## src/rtl/weight_sched_ctrl.sv

```systemverilog
// Weight scheduling controller: derives systolic buffer geometry from the layer
// configuration, then strobes the weight address generator over every buffer element.
module weight_sched_ctrl #(
  parameter  int S2P = 8,
  parameter  int KW  = 4,
  parameter  int CW  = 10,
  parameter  int NW  = 10,
  parameter  int TW  = 12,
  localparam int RW  = $clog2(S2P),
  localparam int PW  = 2*KW + CW
) (
  input  logic          clk,
  input  logic          rstn,
  input  logic          start,
  input  logic [KW-1:0] kernel_size,
  input  logic [CW-1:0] channels,
  input  logic [NW-1:0] kernel_nums,
  input  logic [TW-1:0] img_tiles,
  input  logic          buf_ready,
  output logic          addr_enable,
  output logic          tensor_done,
  output logic [PW-1:0] buffer_col_nums,
  output logic [NW-1:0] buffer_row_nums,
  output logic [PW-1:0] img2col_w_width,
  output logic [RW-1:0] kernel_nums_rem,
  output logic [RW-1:0] img2col_w_width_rem,
  output logic          busy,
  output logic          done,
  output logic          err
);

  typedef enum logic [2:0] {IDLE, CALC1, CALC2, RUN, DONE} state_t;

  state_t state, next_state;

  logic [KW-1:0]   k_q;
  logic [CW-1:0]   c_q;
  logic [NW-1:0]   n_q;
  logic [TW-1:0]   tiles_q;
  logic [PW-1:0]   kkc_q;
  logic [2*RW-1:0] elem_cnt;
  logic [PW-1:0]   col_cnt;
  logic [TW-1:0]   pass_cnt;
  logic [NW-1:0]   row_cnt;

  logic elem_max, col_max, pass_max, row_max, last_strobe, cfg_zero;

  // S2P is a power of two, so the innermost maximum is simply all ones
  assign elem_max    = &elem_cnt;
  assign col_max     = (col_cnt  == buffer_col_nums - PW'(1));
  assign pass_max    = (pass_cnt == tiles_q - TW'(1));
  assign row_max     = (row_cnt  == buffer_row_nums - NW'(1));
  assign last_strobe = elem_max && col_max && pass_max && row_max;
  assign cfg_zero    = (k_q == '0) || (c_q == '0) || (n_q == '0) || (tiles_q == '0);
  assign tensor_done = (state == RUN) && pass_max;

  always_ff @(posedge clk or negedge rstn) begin
    if (!rstn) state <= IDLE;
    else       state <= next_state;
  end

  always_comb begin
    next_state  = state;
    busy        = 1'b0;
    done        = 1'b0;
    addr_enable = 1'b0;
    case (state)
      IDLE:  if (start) next_state = CALC1;
      CALC1: begin
        busy       = 1'b1;
        next_state = CALC2;
      end
      CALC2: begin
        busy       = 1'b1;
        next_state = cfg_zero ? DONE : RUN;
      end
      RUN: begin
        busy        = 1'b1;
        addr_enable = buf_ready;
        if (buf_ready && last_strobe) next_state = DONE;
      end
      DONE: begin
        done       = 1'b1;
        next_state = IDLE;
      end
      default: next_state = IDLE;
    endcase
  end

  // Ceiling division and remainders reduce to shifts and low-bit masks
  always_ff @(posedge clk or negedge rstn) begin
    if (!rstn) begin
      k_q                 <= '0;
      c_q                 <= '0;
      n_q                 <= '0;
      tiles_q             <= '0;
      kkc_q               <= '0;
      err                 <= 1'b0;
      buffer_col_nums     <= '0;
      buffer_row_nums     <= '0;
      img2col_w_width     <= '0;
      kernel_nums_rem     <= '0;
      img2col_w_width_rem <= '0;
    end else begin
      case (state)
        IDLE: if (start) begin
          k_q     <= kernel_size;
          c_q     <= channels;
          n_q     <= kernel_nums;
          tiles_q <= img_tiles;
          err     <= 1'b0;
        end
        CALC1: kkc_q <= PW'(k_q) * PW'(k_q) * PW'(c_q);
        CALC2: begin
          img2col_w_width     <= kkc_q;
          buffer_col_nums     <= (kkc_q >> RW) + PW'(|kkc_q[RW-1:0]);
          buffer_row_nums     <= (n_q >> RW) + NW'(|n_q[RW-1:0]);
          kernel_nums_rem     <= n_q[RW-1:0] - RW'(1);
          img2col_w_width_rem <= kkc_q[RW-1:0] - RW'(1);
          err                 <= cfg_zero;
        end
        default: ;
      endcase
    end
  end

  // Nested counters, innermost first; the final strobe returns them all to zero
  always_ff @(posedge clk or negedge rstn) begin
    if (!rstn) begin
      elem_cnt <= '0;
      col_cnt  <= '0;
      pass_cnt <= '0;
      row_cnt  <= '0;
    end else if (addr_enable) begin
      if (!elem_max) begin
        elem_cnt <= elem_cnt + 1'b1;
      end else begin
        elem_cnt <= '0;
        if (!col_max) begin
          col_cnt <= col_cnt + 1'b1;
        end else begin
          col_cnt <= '0;
          if (!pass_max) begin
            pass_cnt <= pass_cnt + 1'b1;
          end else begin
            pass_cnt <= '0;
            row_cnt  <= row_max ? '0 : row_cnt + 1'b1;
          end
        end
      end
    end
  end

endmodule
```

## config.mk

```make
export PLATFORM = sky130hd
export DESIGN_NAME = weight_sched_ctrl
export DESIGN_NICKNAME = d
export VERILOG_FILES = /design/src/rtl/weight_sched_ctrl.sv
export SDC_FILE = /design/constraint.sdc
export NUM_CORES = 1
export LEC_CHECK = 0
export ABC_AREA = 0
export BUFFER_PORTS_ARGS = -buffer_cell sky130_fd_sc_hd__buf_2
export CAP_MARGIN = 40
export CORE_ASPECT_RATIO = 1.25
export CORE_UTILIZATION = 55
export DETAILED_ROUTE_END_ITERATION = 8
export PLACE_DENSITY_LB_ADDON = 0.08
export REMOVE_ABC_BUFFERS = 1
export SETUP_SLACK_MARGIN = 0.5
export SLEW_MARGIN = 20
export SYNTH_ARGS = -nofsm -noshare
export SYNTH_HDL_FRONTEND = slang
export SYNTH_SLANG_ARGS = --single-unit
```

## constraint.sdc

```tcl
create_clock -name clk -period 5.9 [get_ports clk]
set_input_delay 0.885 -clock clk [delete_from_list [all_inputs] [get_ports clk]]
set_output_delay 0.885 -clock clk [all_outputs]
set_load 0.05 [all_outputs]
```

# [After elaboration in Yosys (flattened, before gate mapping)]
# Index checks and enable logic that the tools add are counted.
[totals] ff_bits=156 input_bits=40 output_inout_bits=57 elab_cells=75
[op_classes] n_addsub=11 multipliers=2 eq_ne=9 mux=13 reduce_logical=24
[op_table] op="$logic_not A10 Y1" n=2
[op_table] op="$add A18 B1 Y18 const B" n=1
[op_table] op="$eq A18 B18 Y1" n=1
[op_table] op="$mul A8 B10 Y18" n=1
[op_table] op="$mux W18" n=1
[op_table] op="$sub A18 B1 Y18 const B" n=1
[op_table] op="$add A15 B1 Y16" n=1
[op_table] op="$add A12 B1 Y12 const B" n=1
[op_table] op="$eq A12 B12 Y1" n=1
[op_table] op="$logic_not A12 Y1" n=1
[op_table] op="$mux W12" n=1
[op_table] op="$pmux W3 S4" n=1
[op_table] op="$sub A12 B1 Y12 const B" n=1
[op_table] op="$add A10 B1 Y10 const B" n=1
[op_table] op="$eq A10 B10 Y1" n=1
[op_table] op="$mux W10" n=1
[op_table] op="$sub A10 B1 Y10 const B" n=1
[op_table] op="$mux W3" n=3
[op_table] op="$reduce_and A9 Y1" n=1
[op_table] op="$reduce_or A3 Y1" n=3
[op_table] op="$add A7 B1 Y8" n=1
[op_table] op="$mul A4 B4 Y8" n=1
[op_table] op="$reduce_and A8 Y1" n=1
[op_table] op="$reduce_and A7 Y1" n=1
[op_table] op="17 further kinds" n=30

# [Longest topological paths before layout]
# Gate-level depths: netlist (run 1).
[depth] depth_word=8 ltp_mapped=25 depth_no_buf=25

# [Least setup slack after synthesis (run 1)]
# No wires, ideal clock.
[synth_timing] kind="register to register" start="register k_q[0]" end="register kkc_q[16]" setup_ps=135 t_arrival_ps=5494 t_required_ps=5765 slack_ps=271 stages_incl_launch_ff=25 path_buffers=2 period_less_slack_ps=5629 path_cell_list="dfrtp_1 > clkbuf_1 > clkbuf_1 > nand2_1 > fa_1 > inv_1 > a21o_1 > a21oi_1 > xnor2_1 > nand2_1 > fa_1 > fa_1 > inv_1 > fa_1 > inv_1 > fa_1 > inv_1 > ha_1 > a21oi_1 > nor2b_1 > o21a_1 > o22a_1 > a211oi_1 > xor2_1 > o21ai_0"
[synth_between] elab_chain_cells=2
[synth_rtl] item="start, declared" line_no="36" rtl="logic [KW-1:0] k_q;"
[synth_rtl] item="start signal, assigned" line_no="107" rtl="k_q <= kernel_size;"
[synth_rtl] item="$mul A4 B4 Y8" line_no="113" rtl="CALC1: kkc_q <= PW'(k_q) * PW'(k_q) * PW'(c_q);"
[synth_rtl] item="$mul A8 B10 Y18" line_no="113"
[synth_rtl] item="end signal, assigned" line_no="113"
[synth_rtl] item="end, declared" line_no="40" rtl="logic [PW-1:0] kkc_q;"
# Every way passes these cells.
# A chain may end at the register's enable or synchronous reset.

# [Final worst setup path (run 1)]
[layout_timing] start="register k_q[2]" end="register kkc_q[16]"
# Same word-level chain as after synthesis.

==> results of run 1 <==
[placed cells by master (no fill, tap or decap), types with 6 or more instances in the layout]
master | Yosys | layout
a21o_1 | 6 | 6
a21oi_1 | 19 | 15
and2_1 | 50 | 46
and3_1 | 27 | 25
buf_2 | 1 | 91
buf_4 | 4 | 22
clkbuf_16 | 0 | 17
dfrtp_1 | 152 | 151
fa_1 | 40 | 38
ha_1 | 59 | 49
ha_4 | 0 | 10
inv_1 | 87 | 78
inv_2 | 0 | 9
mux2_2 | 36 | 36
nand2_1 | 157 | 156
nand2b_1 | 13 | 13
nand3_1 | 47 | 46
nand4_1 | 13 | 13
nor2_1 | 57 | 56
nor2b_1 | 21 | 20
nor3_1 | 18 | 15
nor4_1 | 10 | 10
o21ai_0 | 80 | 76
o21ai_1 | 3 | 6
o31ai_1 | 20 | 20
or2_2 | 7 | 6
xnor2_1 | 46 | 43
xor2_1 | 51 | 51
[routing by layer]
metal	wire, um	share of wire, %
met5	0	0
met1	9930	43
met2	12300	53
met4	452	1.9
met3	571	2.5
[cells by family after synthesis]
family	after synthesis
xor+xnor	97
simple gates	458
mux	41
flops	152
compound gates	169
other cells	1
buf+inv	128
fa+ha+maj	99
[worst paths after layout]
path                        start                 end  slack [ps]
setup / recovery           k_q[2]           kkc_q[16]         670
hold / removal               rstn         col_cnt[13]         220
setup reg to reg           k_q[2]           kkc_q[16]         670
hold reg to reg            n_q[0]  kernel_nums_rem[0]         470
max in group asynchronous    rstn              n_q[2]        4470
min in group clk           n_q[0]  kernel_nums_rem[0]         470
[repair_timing]
| action | CTS | global route |
|---|---|---|
| pin swaps | 12 | 43 |
| endpoints found under the setup margin | 7 | 8 |
| setup buffers | 8 | 4 |
| gates resized for setup | 12 | 48 |
| hold buffers | 0 | 0 |
[final cells by class]
class                   instances  area [um^2]  area share, %
clock buffers                  17          425           3.46
clock inverters                15          180           1.47
inverters                      87          327           2.66
multi-input cells             868         6550           53.4
flip-flops and latches        152         3800           31.0
well taps                     232          290           2.36
repair buffers                117          698           5.69
[registers in the layout, indices dropped and copies added, names as in the netlist]
register / cells
col_cnt: 18
img2col_w_width: 18
kkc_q: 18
buffer_col_nums: 16
pass_cnt: 12
tiles_q: 12
c_q: 10
n_q: 10
row_cnt: 10
buffer_row_nums: 8
elem_cnt: 6
k_q: 4
img2col_w_width_rem: 3
kernel_nums_rem: 3
state: 3
err: 1
[through the flow]
step | setup WS (ps) | util, % | std cells
after floorplan | 189 | - | 1107
after global placement | 235 | 59.8 | 1441
after detailed placement | 137 | 60.0 | 1443
after CTS | 460 | 63.8 | 1483
after global routing | 433 | 65.4 | 1488
final | 671 | 65.4 | 1488
==> results.ini, run 1 <==
[grt]
grt_pass1_vias = 8104
overflow = 0
top_usage_layer = met2
grt_pass1_wl_um = 38900
grt_max_degree = 82
antenna_found_initial = 0
grtUsageMet1_pct = 29.6
grt_util_all_layers_pct = 24.6
gr-usage-met2_pct = 45.1
met3_usage_pct = 3.74

[clock_network]
htreeDepth = 4
cts_made_buffers = 17
clockRootBuffer = clkbuf_16
cts_sinks = 152
clk-insertion-delay-late_ps = 430
clockBufferDepth = 2
cts_tree = built
clk_pin_slew_ps = 70

[synth]
yosys.area.top_type = dfrtp_1
synth_top_family_by_area = simple AND/OR/NAND/NOR gates
synth_edf_count = 0
yosys.area_share.xor_xnor_pct = 8.05
synth_mux_area_share_pct = 4.33
async_flop_share_pct = 100
syn_avg_cell_area_um2 = 9.22
synthTopCellsByCount = nand2_1 (157), dfrtp_1 (152), inv_1 (87), o21ai_0 (80), ha_1 (59)
yosys.area_share.adder_pct = 14.6
yosysTopAreaCellShare_pct = 36.0
synth.most_common_cell = nand2_1
yosysSeqAreaShare_pct = 36.0
synthSimpleGateAreaFrac_pct = 22.5
synth_compound_area_share_pct = 9.75
yosys-top-cells-area = dfrtp_1 (36%), fa_1 (7.6%), ha_1 (7.0%), nand2_1 (5.6%), xor2_1 (4.2%)
ys_seq_elements = 152
netlist_instances = 1145
netlist_area_um2 = 10600
synth_ff_type = dfrtp_1
yosysWarnings = 0
synth_cell_types = 70

[floorplanning]
rows = 56
start_util_pct = 56.2
io_pins = 97
die_area_um2 = 19800
die_x_um = 126
chipHeight_um = 157
coreArea_um2 = 18800

[hold_path]
hold_path_class = input pin to async pin

[timing]
fmax_ghz = 0.191
rsz0062_at_grt = true
hold_slack_ps = 220
slew_headroom_pct = 48.1
fin_skew_ps = 11.1
setup_viol = 0
tns_ps = 0
tightest_slew_ps = 778
period_share_pct = 88.6
final-hold-violation-count = 0
fin_crit_ps = 5230
drv_slew = 0

[routing]
dr.first_iter.drc_count = 431
wirelength_um = 23300
drtAntennaViolNets = 0
routed_via_density = 5.51
firstDrtPassIters = 5
drcViolationCount = 0
wl_per_cell_um = 15.7
via_count = 8196

[critical_path]
cp.arrival_ps = 5540
crit_fanout = 4
r2r.worst_path.cells = 22
worst-path-buf-inv = 5
path_depth = 22
required_ps = 6210
max_stage_delay_ps = 520
crit_type = flip-flop to flip-flop
cpMostUsedCell = fa_1
startpoint_type = flip-flop
critPathTopFamily = adder cells
end_kind = flip-flop
path_cells = nor2b_2 -> and2_4 -> ha_1 -> a31o_2 -> a21oi_2 -> xnor2_2 -> buf_4 -> and2_1 -> fa_1 -> inv_1 -> fa_1 -> inv_2 -> fa_1 -> inv_1 -> fa_1 -> inv_2 -> ha_4 -> or2_4 -> o22a_1 -> a211oi_2 -> xor2_1 -> o21ai_1
critPathSlowestCell = fa_1

[outcome]
status = completed

[placement]
dp_hpwl_um = 17300
post_dp_cell_area_um2 = 11300
gp_congestion = 0.857
portBuffers = 92

[final_layout]
design_area_um2 = 12300
nNetsFinal = 1382
drive_above_1_share_pct = 20.1
diodes = 0
fill_cells = 1598
area_growth_pct = 16.3

[job]
max-cap-violations = 0

Power of run 1 is left out: the tool's default activity adds up to more than one toggle a clock period on the data nets, which glitch-free logic cannot reach.
==> run 2: changes to the inputs <==
- GPL_TIMING_DRIVEN: default -> 0
==> run 2 against run 1 <==
Compared with the run above:
- wire length decreased by 1.5%
- via count increased by 1.1%
- die area stayed put
- final cell count is 0.47% higher
- global-route usage shrank 0.12 points
- first-iteration DRC count is 16% lower
- worst hold slack gained 150 ps
- setup slack lost 53 ps
- critical path type unchanged
==> results.ini, run 2 (synthesis results as in run 1) <==
[outcome]
status = completed

[clock_network]
clk_pin_slew_ps = 70  ; about the same
clk-insertion-delay-late_ps = 430  ; about the same
clockBufferDepth = 2  ; unchanged
cts_tree = built
cts_sinks = 152  ; unchanged
clockRootBuffer = clkbuf_16
cts_made_buffers = 17  ; unchanged
htreeDepth = 4  ; unchanged

[timing]
final-hold-violation-count = 0  ; unchanged
setup_viol = 0  ; unchanged
rsz0062_at_grt = true
fin_skew_ps = 9.61  ; -1.51 ps
hold_slack_ps = 369  ; +149 ps
tns_ps = 0  ; unchanged
drv_slew = 0  ; unchanged
tightest_slew_ps = 784  ; +6.12 ps
period_share_pct = 89.5  ; +0.91 points
fmax_ghz = 0.189  ; -1.0%
fin_crit_ps = 5280  ; +53.4 ps
slew_headroom_pct = 47.7  ; -0.41 points

[final_layout]
final_util_pct = 65.7  ; +0.27 points
nNetsFinal = 1389  ; +0.51%
area_growth_pct = 16.8
layout_commonest_cell = nand2_1
reg_top3 = col_cnt: 18 flops, img2col_w_width: 18 flops, kkc_q: 18 flops
mostFrequentLayoutCells = nand2_1 (155), dfrtp_1 (148), buf_2 (92)
diodes = 0  ; unchanged
fill_cells = 1587  ; -0.69%
design_area_um2 = 12300  ; +0.42%
drive_above_1_share_pct = 20.8  ; +0.76 points
multi_input_area_um2 = 6560  ; +0.11%
final-seq-area_um2 = 3810  ; about the same

[floorplanning]
start_util_pct = 56.2  ; unchanged
die_area_um2 = 19800  ; unchanged
coreArea_um2 = 18800  ; unchanged
die_x_um = 126  ; unchanged
rows = 56  ; unchanged
chipHeight_um = 157  ; unchanged
io_pins = 97  ; unchanged

[critical_path]
required_ps = 6220  ; about the same
rrSetupSlack_ps = 620  ; -50 ps
r2r.worst_path.cells = 25  ; +14%
startpoint_type = flip-flop
reg2reg_to = kkc_q[16]
end_kind = flip-flop
r2r-start = k_q[1]
crit_type = flip-flop to flip-flop
cp.arrival_ps = 5600  ; +60 ps
crit_start = k_q[1]
crit_fanout = 4  ; unchanged

[job]
max-cap-violations = 0  ; unchanged

[grt]
grt_pass1_vias = 8077  ; -0.33%
overflow = 0  ; unchanged
antenna_found_initial = 0  ; unchanged
grt_util_all_layers_pct = 24.5  ; -0.12 points
grt_max_degree = 90  ; +9.8%
grt_pass1_wl_um = 38900  ; unchanged

[routing]
drtAntennaViolNets = 0  ; unchanged
wl_per_cell_um = 15.4  ; -1.9%
firstDrtPassIters = 5  ; unchanged
dr.first_iter.drc_count = 361  ; -16%
routed_via_density = 5.54  ; +0.60%
via_count = 8284  ; +1.1%
wirelength_um = 23000  ; -1.5%
drcViolationCount = 0  ; unchanged

[hold_path]
hold_path_class = input pin to async pin

[placement]
gp_congestion = 0.852  ; -0.55%
post_dp_cell_area_um2 = 11300  ; about the same
portBuffers = 92  ; unchanged
dp_hpwl_um = 16900  ; -2.3%

## run 2: per-stage QoR
stage / std cells / setup slack (ps)
floorplan: 1107 / 189
global placement: 1431 / -515
detailed placement: 1439 / -538
CTS: 1491 / 504
global route: 1495 / 418
finish: 1495 / 617
## run 2: final cells by class
cell class / count / share of cell area (%)
inverters: 87 / 2.65
clock buffers: 17 / 3.45
well taps: 232 / 2.35
repair buffers: 124 / 6.19
multi-input cells: 868 / 53.2
flip-flops and latches: 152 / 30.9
clock inverters: 15 / 1.26
## run 2: critical path, stage by stage (launching register included)
cell      delay [ps]
dfrtp_2          430
nor2b_2          130
and2_4           160
inv_2             40
fa_2             360
inv_2             50
a21o_1           120
a21oi_2           70
xnor2_2          180
buf_4            150
nand2_2           50
fa_1             490
fa_1             500
inv_1             50
fa_1             490
inv_2             40
fa_1             490
inv_2             50
ha_4             240
a21oi_4          130
nor2b_1           70
o21a_1           210
o22a_1           250
a211oi_2         220
xor2_1           160
o21ai_1           70
## run 2: metal layers
layer  up-vias  routed length, um  track usage, %
li1       4111                  -               -
met5         -                  0               0
met4         0                339            7.17
met2       106              12100            44.8
met1      4043               9950            29.9
met3        24                541            3.74
## run 2: worst max path at each step
stage               slack, ps        end
floorplan                 190  kkc_q[16]
global placement         -510  kkc_q[16]
detailed placement       -540  kkc_q[16]
CTS                       500  kkc_q[16]
global route              420  kkc_q[16]
finish                    620  kkc_q[16]
## run 2: timing repair
action                                  in CTS  in global routing
endpoints found under the hold margin        0                  0
endpoints found under the setup margin      11                  7
gates resized for setup                     26                 36
buffers inserted                            20                  4
hold buffers                                 0                  0
pin swaps                                   20                 43
Power of run 2 is left out for the same reason.
==> run 3: changes to the inputs <==
- BUFFER_PORTS_ARGS: -buffer_cell sky130_fd_sc_hd__buf_2 -> default
- CORE_UTILIZATION: 55 -> 59
- DONT_BUFFER_PORTS: default -> 1
==> run 3 against run 2 <==
Compared with the run above:
- worst hold slack worse by 220 ps
- fmax shrank 1.3%
- flip-flop and latch count is the same
- global-route usage rose by 1.1 points
- clock skew rose by 4.3 ps
- critical path type unchanged
- via count down 3.7%
- utilization grew 1.9 points
- setup slack got worse by 70 ps
- register-to-register slack worse by 70 ps
- non-clock buffer count shrank 96
- sequential share of layout area up 1.3 points
- die area shrank 6.7%
==> results.ini, run 3 (synthesis results as in run 1) <==
[clock_network]
clk-insertion-delay-late_ps = 430  ; about the same
clockBufferDepth = 2  ; unchanged
clk_pin_slew_ps = 70  ; about the same
htreeDepth = 4  ; unchanged
cts_made_buffers = 17  ; unchanged
clockRootBuffer = clkbuf_16
postCtsHoldBufs = 0  ; unchanged
cts_tree = built
cts_sinks = 152  ; unchanged

[placement]
portBuffers = 0  ; -100%
gp_congestion = 0.819  ; -3.9%
dp_hpwl_um = 16400  ; -3.2%
placed_cells = 1339  ; -6.9%

[routing]
drtAntennaViolNets = 0  ; unchanged
drcViolationCount = 0  ; unchanged
via_count = 7979  ; -3.7%
wirelength_um = 22900  ; -0.44%
wl_per_cell_um = 16.4  ; +7.0%
dr.first_iter.drc_count = 388  ; +7.5%
firstDrtPassIters = 5  ; unchanged
routed_via_density = 5.74  ; +3.5%

[outcome]
status = completed

[grt]
grt_max_degree = 153  ; +70%
overflow = 0  ; unchanged
grt_pass1_vias = 7623  ; -5.6%
grt_pass1_wl_um = 37200  ; -4.3%
antenna_found_initial = 0  ; unchanged
grt_util_all_layers_pct = 25.6  ; +1.1 points

[final_layout]
layout_commonest_cell = nand2_1
diodes = 0  ; unchanged
layoutNonFillerInstCount = 1391  ; -7.0%
area_growth_pct = 11.9
reg_top3 = col_cnt: 18 flops, img2col_w_width: 18 flops, kkc_q: 18 flops
drive_above_1_share_pct = 14.9  ; -5.9 points
final_util_pct = 67.5  ; +1.9 points
mostFrequentLayoutCells = nand2_1 (156), dfrtp_1 (148), inv_1 (76)
nNetsFinal = 1293  ; -6.9%

[critical_path]
cpMostUsedCell = fa_1
r2r-start = k_q[1]
critPathSlowestCell = fa_1
cp.arrival_ps = 5710  ; +110 ps
critPathTopFamily = adder cells
crit_fanout = 4  ; unchanged
crit_type = flip-flop to flip-flop
rrSetupSlack_ps = 550  ; -70 ps
required_ps = 6260  ; +40 ps
crit_start = k_q[1]
max_stage_delay_ps = 490  ; about the same
startpoint_type = flip-flop
worst-path-buf-inv = 6  ; unchanged
end_kind = flip-flop

[floorplanning]
rows = 54  ; -3.6%
die_area_um2 = 18400  ; -6.7%
start_util_pct = 60.3  ; +4.1 points
io_pins = 97  ; unchanged
coreArea_um2 = 17500  ; -6.8%
chipHeight_um = 152  ; -3.4%
die_x_um = 122  ; -3.4%

[timing]
drv_slew = 0  ; unchanged
final-hold-violation-count = 0  ; unchanged
period_share_pct = 90.7  ; +1.2 points
slew_headroom_pct = 41.6  ; -6.1 points
fin_crit_ps = 5350  ; +69.6 ps
setup_viol = 0  ; unchanged
tns_ps = 0  ; unchanged
fmax_ghz = 0.187  ; -1.3%
tightest_slew_ps = 872  ; +88.4 ps
rsz0062_at_grt = true
fin_skew_ps = 13.9  ; +4.31 ps

[job]
max-cap-violations = 0  ; unchanged

[hold_path]
hold_path_class = input pin to async pin

==> run 3: timing repair <==
item                                    in CTS  in global routing
pin swaps                                   21                 55
endpoints found under the setup margin      11                  7
gates resized for setup                     28                 46
buffers inserted                            17                  3
==> run 3: area by class of cell <==
cell class                 count  area, um^2
multi-input combinational    868        6590
inverter                      87         327
clock inverter                15         151
fill                        1389        5680
tap                          224         280
timing repair buffer          28         236
clock buffer                  17         425
sequential                   152        3810
==> run 3: worst paths after layout <==
path | cells past startpoint | to
min in group clk | 1 | kernel_nums_rem[0]
worst max register to register | 25 | kkc_q[13]
worst min register to register | 1 | kernel_nums_rem[0]
worst max-delay path | 25 | kkc_q[13]
max in group asynchronous | 0 | k_q[2]
worst min-delay path | 0 | col_cnt[15]
==> run 3: worst reg2reg max path: stages (launching register included) <==
cell and delay [ps]:
dfrtp_2 440, nor2b_4 130, and2_4 160, inv_2 40
fa_2 370, inv_2 50, a21o_1 120, a21oi_2 70
xnor2_2 150, buf_4 150, buf_6 110, and2_1 160
fa_1 470, inv_1 50, fa_1 450, fa_1 490
inv_1 50, fa_1 480, ha_4 300, nor2_1 40
nor2_2 210, a31oi_2 140, o21bai_1 240, a21oi_1 120
xor2_1 170, o21ai_1 120
==> run 3: metrics by stage <==
| step | worst slack (ps) | hold slack (ps) | instance area, um^2 |
|---|---|---|---|
| after floorplan | 189 | 440 | 10400 |
| after global placement | -530 | 447 | 10700 |
| after detailed placement | -516 | 453 | 10800 |
| after CTS | 499 | 136 | 11600 |
| after global routing | 297 | 129 | 11800 |
| final | 548 | 149 | 11800 |
==> run 3: per-layer routing <==
layer	vias to the layer above	wire, um	track usage [%]
li1	3923	-	-
met1	3905	9750	31.4
met2	123	12200	46.2
met3	28	565	4.00
met4	0	373	7.65
met5	-	0	0
Power of run 3 is left out for the same reason.
